**config.mk**
```make
export PLATFORM = sky130hd
export DESIGN_NAME = spike_isi_monitor
export DESIGN_NICKNAME = d
export VERILOG_FILES = /design/src/rtl/spike_isi_monitor.sv
export SDC_FILE = /design/constraint.sdc
export NUM_CORES = 1
export LEC_CHECK = 0
export ABC_AREA = 1
export ABC_CLOCK_PERIOD_IN_PS = 4530
export CORE_UTILIZATION = 60
export CTS_CLUSTER_SIZE = 40
export DETAILED_ROUTE_END_ITERATION = 10
export PLACE_DENSITY = 0.81
export SLEW_MARGIN = 10
export SYNTH_ARGS = -nofsm -noshare
export SYNTH_HDL_FRONTEND = slang
export SYNTH_SLANG_ARGS = --single-unit
```
**constraint.sdc**
```tcl
create_clock -name clk -period 4.53 [get_ports clk]
set_input_delay 0.453 -clock clk [delete_from_list [all_inputs] [get_ports clk]]
set_output_delay 0.453 -clock clk [all_outputs]
set_load 0.03 [all_outputs]
```
**src/rtl/spike_isi_monitor.sv**
```systemverilog
// rtl/spike_isi_monitor.sv - spike edge ISI measurement with FWFT buffering and windowed rate count
module spike_isi_monitor #(
    parameter int CNT_W  = 16,
    parameter int DEPTH  = 4,
    parameter int WINDOW = 1000
) (
    input  logic                     clk,
    input  logic                     reset_n,
    input  logic                     spike_in,
    input  logic                     clear,
    output logic [CNT_W-1:0]         isi_data,
    output logic                     isi_valid,
    input  logic                     isi_ready,
    output logic [$clog2(DEPTH):0]   fifo_level,
    output logic [7:0]               dropped,
    output logic [CNT_W-1:0]         rate_count,
    output logic                     rate_valid
);

    localparam int AW = $clog2(DEPTH);
    localparam int LW = AW + 1;
    localparam int WW = $clog2(WINDOW);
    localparam logic [CNT_W-1:0] CNT_MAX = '1;

    logic             spike_q, spike_d;
    logic             armed_q, armed_d;
    logic [CNT_W-1:0] isi_cnt_q, isi_cnt_d;
    logic [WW-1:0]    win_cnt_q, win_cnt_d;
    logic [CNT_W-1:0] acc_q, acc_d;
    logic [CNT_W-1:0] rate_count_q, rate_count_d;
    logic             rate_valid_q, rate_valid_d;
    logic [7:0]       dropped_q, dropped_d;
    logic [AW-1:0]    wr_ptr_q, wr_ptr_d;
    logic [AW-1:0]    rd_ptr_q, rd_ptr_d;
    logic [LW-1:0]    level_q, level_d;
    logic [CNT_W-1:0] mem_q [DEPTH];

    logic             rise;
    logic             fifo_full;
    logic             pop;
    logic             push_req;
    logic             push;
    logic             drop;
    logic             win_end;
    logic [CNT_W-1:0] acc_inc;

    always_comb begin
        rise      = spike_in & ~spike_q;
        fifo_full = (level_q == LW'(DEPTH));
        pop       = (level_q != '0) & isi_ready & ~clear;
        push_req  = rise & armed_q & ~clear;
        // A full FIFO still accepts a push when the head leaves in the same cycle
        push      = push_req & (~fifo_full | pop);
        drop      = push_req & fifo_full & ~pop;
        win_end   = (win_cnt_q == WW'(WINDOW - 1));
        acc_inc   = (acc_q == CNT_MAX) ? acc_q : acc_q + CNT_W'(rise);

        spike_d      = spike_in;
        armed_d      = armed_q;
        isi_cnt_d    = isi_cnt_q;
        win_cnt_d    = win_cnt_q;
        acc_d        = acc_q;
        rate_count_d = rate_count_q;
        rate_valid_d = 1'b0;
        dropped_d    = dropped_q;
        wr_ptr_d     = wr_ptr_q;
        rd_ptr_d     = rd_ptr_q;
        level_d      = level_q;

        if (clear) begin
            armed_d   = 1'b0;
            isi_cnt_d = '0;
            win_cnt_d = '0;
            acc_d     = '0;
            dropped_d = '0;
            wr_ptr_d  = '0;
            rd_ptr_d  = '0;
            level_d   = '0;
        end else begin
            if (rise) begin
                armed_d   = 1'b1;
                isi_cnt_d = CNT_W'(1);
            end else if (isi_cnt_q != CNT_MAX) begin
                isi_cnt_d = isi_cnt_q + CNT_W'(1);
            end

            wr_ptr_d = wr_ptr_q + AW'(push);
            rd_ptr_d = rd_ptr_q + AW'(pop);
            level_d  = level_q + LW'(push) - LW'(pop);

            if (drop && dropped_q != 8'hFF) begin
                dropped_d = dropped_q + 8'd1;
            end

            if (win_end) begin
                win_cnt_d    = '0;
                rate_count_d = acc_inc;
                acc_d        = '0;
                rate_valid_d = 1'b1;
            end else begin
                win_cnt_d = win_cnt_q + WW'(1);
                acc_d     = acc_inc;
            end
        end
    end

    always_ff @(posedge clk or negedge reset_n) begin
        if (!reset_n) begin
            spike_q      <= 1'b0;
            armed_q      <= 1'b0;
            isi_cnt_q    <= '0;
            win_cnt_q    <= '0;
            acc_q        <= '0;
            rate_count_q <= '0;
            rate_valid_q <= 1'b0;
            dropped_q    <= '0;
            wr_ptr_q     <= '0;
            rd_ptr_q     <= '0;
            level_q      <= '0;
            for (int i = 0; i < DEPTH; i++) begin
                mem_q[i] <= '0;
            end
        end else begin
            spike_q      <= spike_d;
            armed_q      <= armed_d;
            isi_cnt_q    <= isi_cnt_d;
            win_cnt_q    <= win_cnt_d;
            acc_q        <= acc_d;
            rate_count_q <= rate_count_d;
            rate_valid_q <= rate_valid_d;
            dropped_q    <= dropped_d;
            wr_ptr_q     <= wr_ptr_d;
            rd_ptr_q     <= rd_ptr_d;
            level_q      <= level_d;
            if (push) begin
                mem_q[wr_ptr_q] <= isi_cnt_q;
            end
        end
    end

    assign isi_data   = mem_q[rd_ptr_q];
    assign isi_valid  = (level_q != '0);
    assign fifo_level = level_q;
    assign dropped    = dropped_q;
    assign rate_count = rate_count_q;
    assign rate_valid = rate_valid_q;

endmodule

```
==> qor.csv <==
stage;metric;value;unit
routing;antenna violation net count after detailed routing;0;
timing;sum of negative setup slack;0;ns
synthesis;ys async rst share;1.000;
timing;RSZ-0062 raised after global routing;false;
global_route;gr ovfl total;0;
timing;worst setup margin;1.340;ns
critical_path;CP max-delay cell;clkdlybuf4s50_1;
routing;DRC errors left;0;
critical_path;CP arrival;2.74;ns
synthesis;largest family of logic cells by synthesized area;simple AND/OR/NAND/NOR gates;
final_layout;layout cell share with drive strength beyond 1;0.1142;
die;Die ar.;0.01203;mm2
synthesis;Primary FF master, synth;dfrtp_1;
global_route;antenna violations before repair;0;
timing;Min Hold Slack;0.1824;ns
clock_network;cts repair resizes;0;
power_and_ir_drop;leakage;0.003648;uW
timing;Final Cycle Share;0.7041;
placed_design;hpwl dp;9976;um
routing;DRT Pass-1 Iters;5;
final_layout;Final #Nets;861;
timing;setup violators final;0;
final_layout;Final Util;0.7227;
synthesis;Mapped Nets;822;
synthesis;Synth Cell Area;0.006958;mm2
final_layout;fillcell total;864;
synthesis;mux contribution to synthesized area;0;
synthesis;Syn Area/Cell;8.622;um2
min_path;Hold Path Class;primary input to asynchronous set/reset pin;
final_layout;n_diodes;0;
clock_network;clock latency on the worst-skew pair;0.42;ns
power_and_ir_drop;Cell Pwr Density;388.8;mW/mm2
flow_run;max cap viols;0;
critical_path;Buf/Inv on CP;2;
power_and_ir_drop;maximum VDD drop;0.3387;mV
die;initial core utilization;0.6281;
clock_network;H-Tree Depth;4;
placed_design;IO buf count;49;
synthesis;Yosys cell types;40;
placed_design;global placement routability congestion;0.9116;
clock_network;Post-CTS Hold Fix Bufs;0;
synthesis;post-synthesis sequential area ratio;0.5035;
placed_design;pre-CTS setup slack;1.608;ns
die;Die Y;109.7;um
critical_path;CP Capture Type;output port;
global_route;number of global-route vias before repair;5570;
final_layout;Area growth syn-to-layout;15.07;%
die;num rows;38;
synthesis;Adder-Cell Fraction of Synth Area;0.01906;
clock_network;postcts setup bufs;0;
timing;Fin Clk Skew;0.006679;ns
synthesis;#FFs+latches synth;140;
routing;WL/cell;15.51;um
synthesis;post-synthesis compound-gate area fraction;0.1457;
critical_path;Setup crit start kind;register;
critical_path;critical path type;register to output port;
die;chip width;109.7;um
timing;Max-slew headroom;0.3299;
critical_path;crit-path cells;inv_1 > o21ai_0 > o22ai_1 > clkdlybuf4s50_1;
routing;routed wire length;15480;um
timing;Worst-Margin Slew;1.004;ns
timing;fin crit period;3.190;ns
synthesis;XOR/XNOR share of the synthesized area;0.02140;
clock_network;CTS sink cnt;140;
timing;Final Slew Violations;0;
global_route;gr usage total;0.2813;
routing;DRT iter0 DRCs;473;
critical_path;worst-path fanout max;19;
clock_network;TritonCTS buffer count;17;
timing;Fin. Hold Viols;0;
die;top-level port count;50;
die;core area;0.01108;mm2
synthesis;Post-Synthesis Cells;807;
synthesis;Post-synth EDFFs;0;
clock_network;Clock Tree Root;clkbuf_16;
outcome;status;completed;
clock_network;CTS tree;built;
routing;vias per cell;5.660;
critical_path;worst endpoint required time;4.08;ns
critical_path;CP top delay family;buffers and inverters;
clock_network;Bufs on Longest Clock Path;2;
clock_network;CTS clk-pin slew, worst paths;0.06;ns
global_route;largest net degree at the start of global routing;113;
synthesis;Synth Area in Simple Gates;0.2473;
timing;FMAX;0.3135;GHz
global_route;first-pass GRT wire length;25820;um
routing;vias;5649;
synthesis;Ys Warns;0;
critical_path;Critical Path Max Stage Delay;0.70;ns
[layout by cell type (no fill, tap or decap), types with 2 or more instances in the layout]
master / n
nand2_1: 205
dfrtp_1: 140
nor2_1: 96
o21ai_0: 52
clkdlybuf4s50_1: 48
inv_1: 47
nand3_1: 40
o21ai_1: 38
o21ai_2: 33
clkbuf_16: 17
o22ai_1: 16
nand4_1: 15
a21oi_1: 14
xor2_1: 12
ha_1: 9
nor3_1: 8
a21oi_2: 7
nand2_2: 6
xnor2_1: 5
clkinv_2: 4
clkbuf_1: 4
inv_2: 3
nand2_4: 3
o21bai_1: 3
nand3_4: 3
bufinv_16: 3
clkbuf_8: 3
buf_4: 3
nor3_4: 2
nand3_2: 2
nor4_1: 2
nor2_4: 2
a31oi_1: 2
or2_2: 2
[flip-flops by register name (all words and copies together) (netlist names)]
name and flops:
rate_count 16, dropped 8, fifo_level 3, win_cnt_q 10, acc_q 16, armed_q 1, isi_cnt_q 16, wr_ptr_q 2
rate_valid 1, mem_q 64, rd_ptr_q 2, spike_q 1
[cell usage after synthesis (all sizes together), types with 2 or more instances]
cell / count / area (um2)
nor3: 10 / 72.57
o21ai: 123 / 739.5
inv: 51 / 198.9
xor2: 12 / 105.1
a31oi: 2 / 12.51
nor2: 99 / 389.1
buf: 22 / 197.7
nand4: 16 / 106.4
o22ai: 16 / 100.1
xnor2: 5 / 43.79
nand2: 214 / 840.8
nor4: 2 / 12.51
ha: 9 / 112.6
or2: 2 / 12.51
o21bai: 3 / 22.52
clkbuf: 10 / 37.54
nand3: 45 / 272.8
dfrtp: 140 / 3503
a21oi: 21 / 131.4
[final cells by class]
class | instances | area (um2) | area share
Clock inverter | 7 | 112.6 | 0.01406
Timing Repair Buffer | 52 | 514.2 | 0.06423
Tap cell | 140 | 175.2 | 0.02188
Multi-Input combinational cell | 583 | 3015 | 0.3766
Inverter | 52 | 203.9 | 0.02547
Clock buffer | 24 | 481.7 | 0.06017
Sequential cell | 140 | 3503 | 0.4376
[final timing paths]
| check | startpoint | depth (start not counted) | endpoint | slack, ns |
|---|---|---|---|---|
| worst min-delay path | reset_n | 1 | mem_q[50]$_DFFE_PN0P_ | 0.18 |
| worst max register to register | spike_q$_DFF_PN0_ | 12 | rate_count[14]$_DFFE_PN0P_ | 2.30 |
| worst min register to register | rate_count[11]$_DFFE_PN0P_ | 2 | rate_count[11]$_DFFE_PN0P_ | 0.48 |
| worst max-delay path | rd_ptr_q[1]$_DFF_PN0_ | 4 | isi_data[12] | 1.34 |
| max in group asynchronous | reset_n | 2 | isi_cnt_q[2]$_DFFE_PN0P_ | 3.38 |
| min in group clk | rate_count[11]$_DFFE_PN0P_ | 2 | rate_count[11]$_DFFE_PN0P_ | 0.48 |
[routing by layer]
metal / up-vias / GRT usage / part of all wire
li1: 2744 / - / -
met1: 2724 / 0.3418 / 0.43
met2: 155 / 0.4924 / 0.52
met3: 26 / 0.05276 / 0.040
met4: 0 / 0.1152 / 0.014
met5: - / 0 / 0
[stage by stage]
stage                     total power [uW]  cell area, um2  instances
after floorplan                       1564            6958        807
after global placement                1715            7412        967
after detailed placement              1728            7412        967
after CTS                             3131            8006        998
after global routing                  3222            8006        998
final                                 3113            8006        998
[cells by family after synthesis]
| group | count (synthesis) |
|---|---|
| adders and majority gates | 10 |
| AOI/OAI and AO/OA | 166 |
| DFF | 140 |
| buffers and inverters | 84 |
| and+or+nand+nor | 390 |
| xor gates and xnor gates | 17 |
[where the power goes]
group | leakage [uW] | internal (uW) | switching [uW]
sequential | 0.00195 | 1270 | 23.4
combinational | 0.00141 | 144 | 268
clock | 0.000290 | 904 | 501
Power figures use the tool's default switching activity.
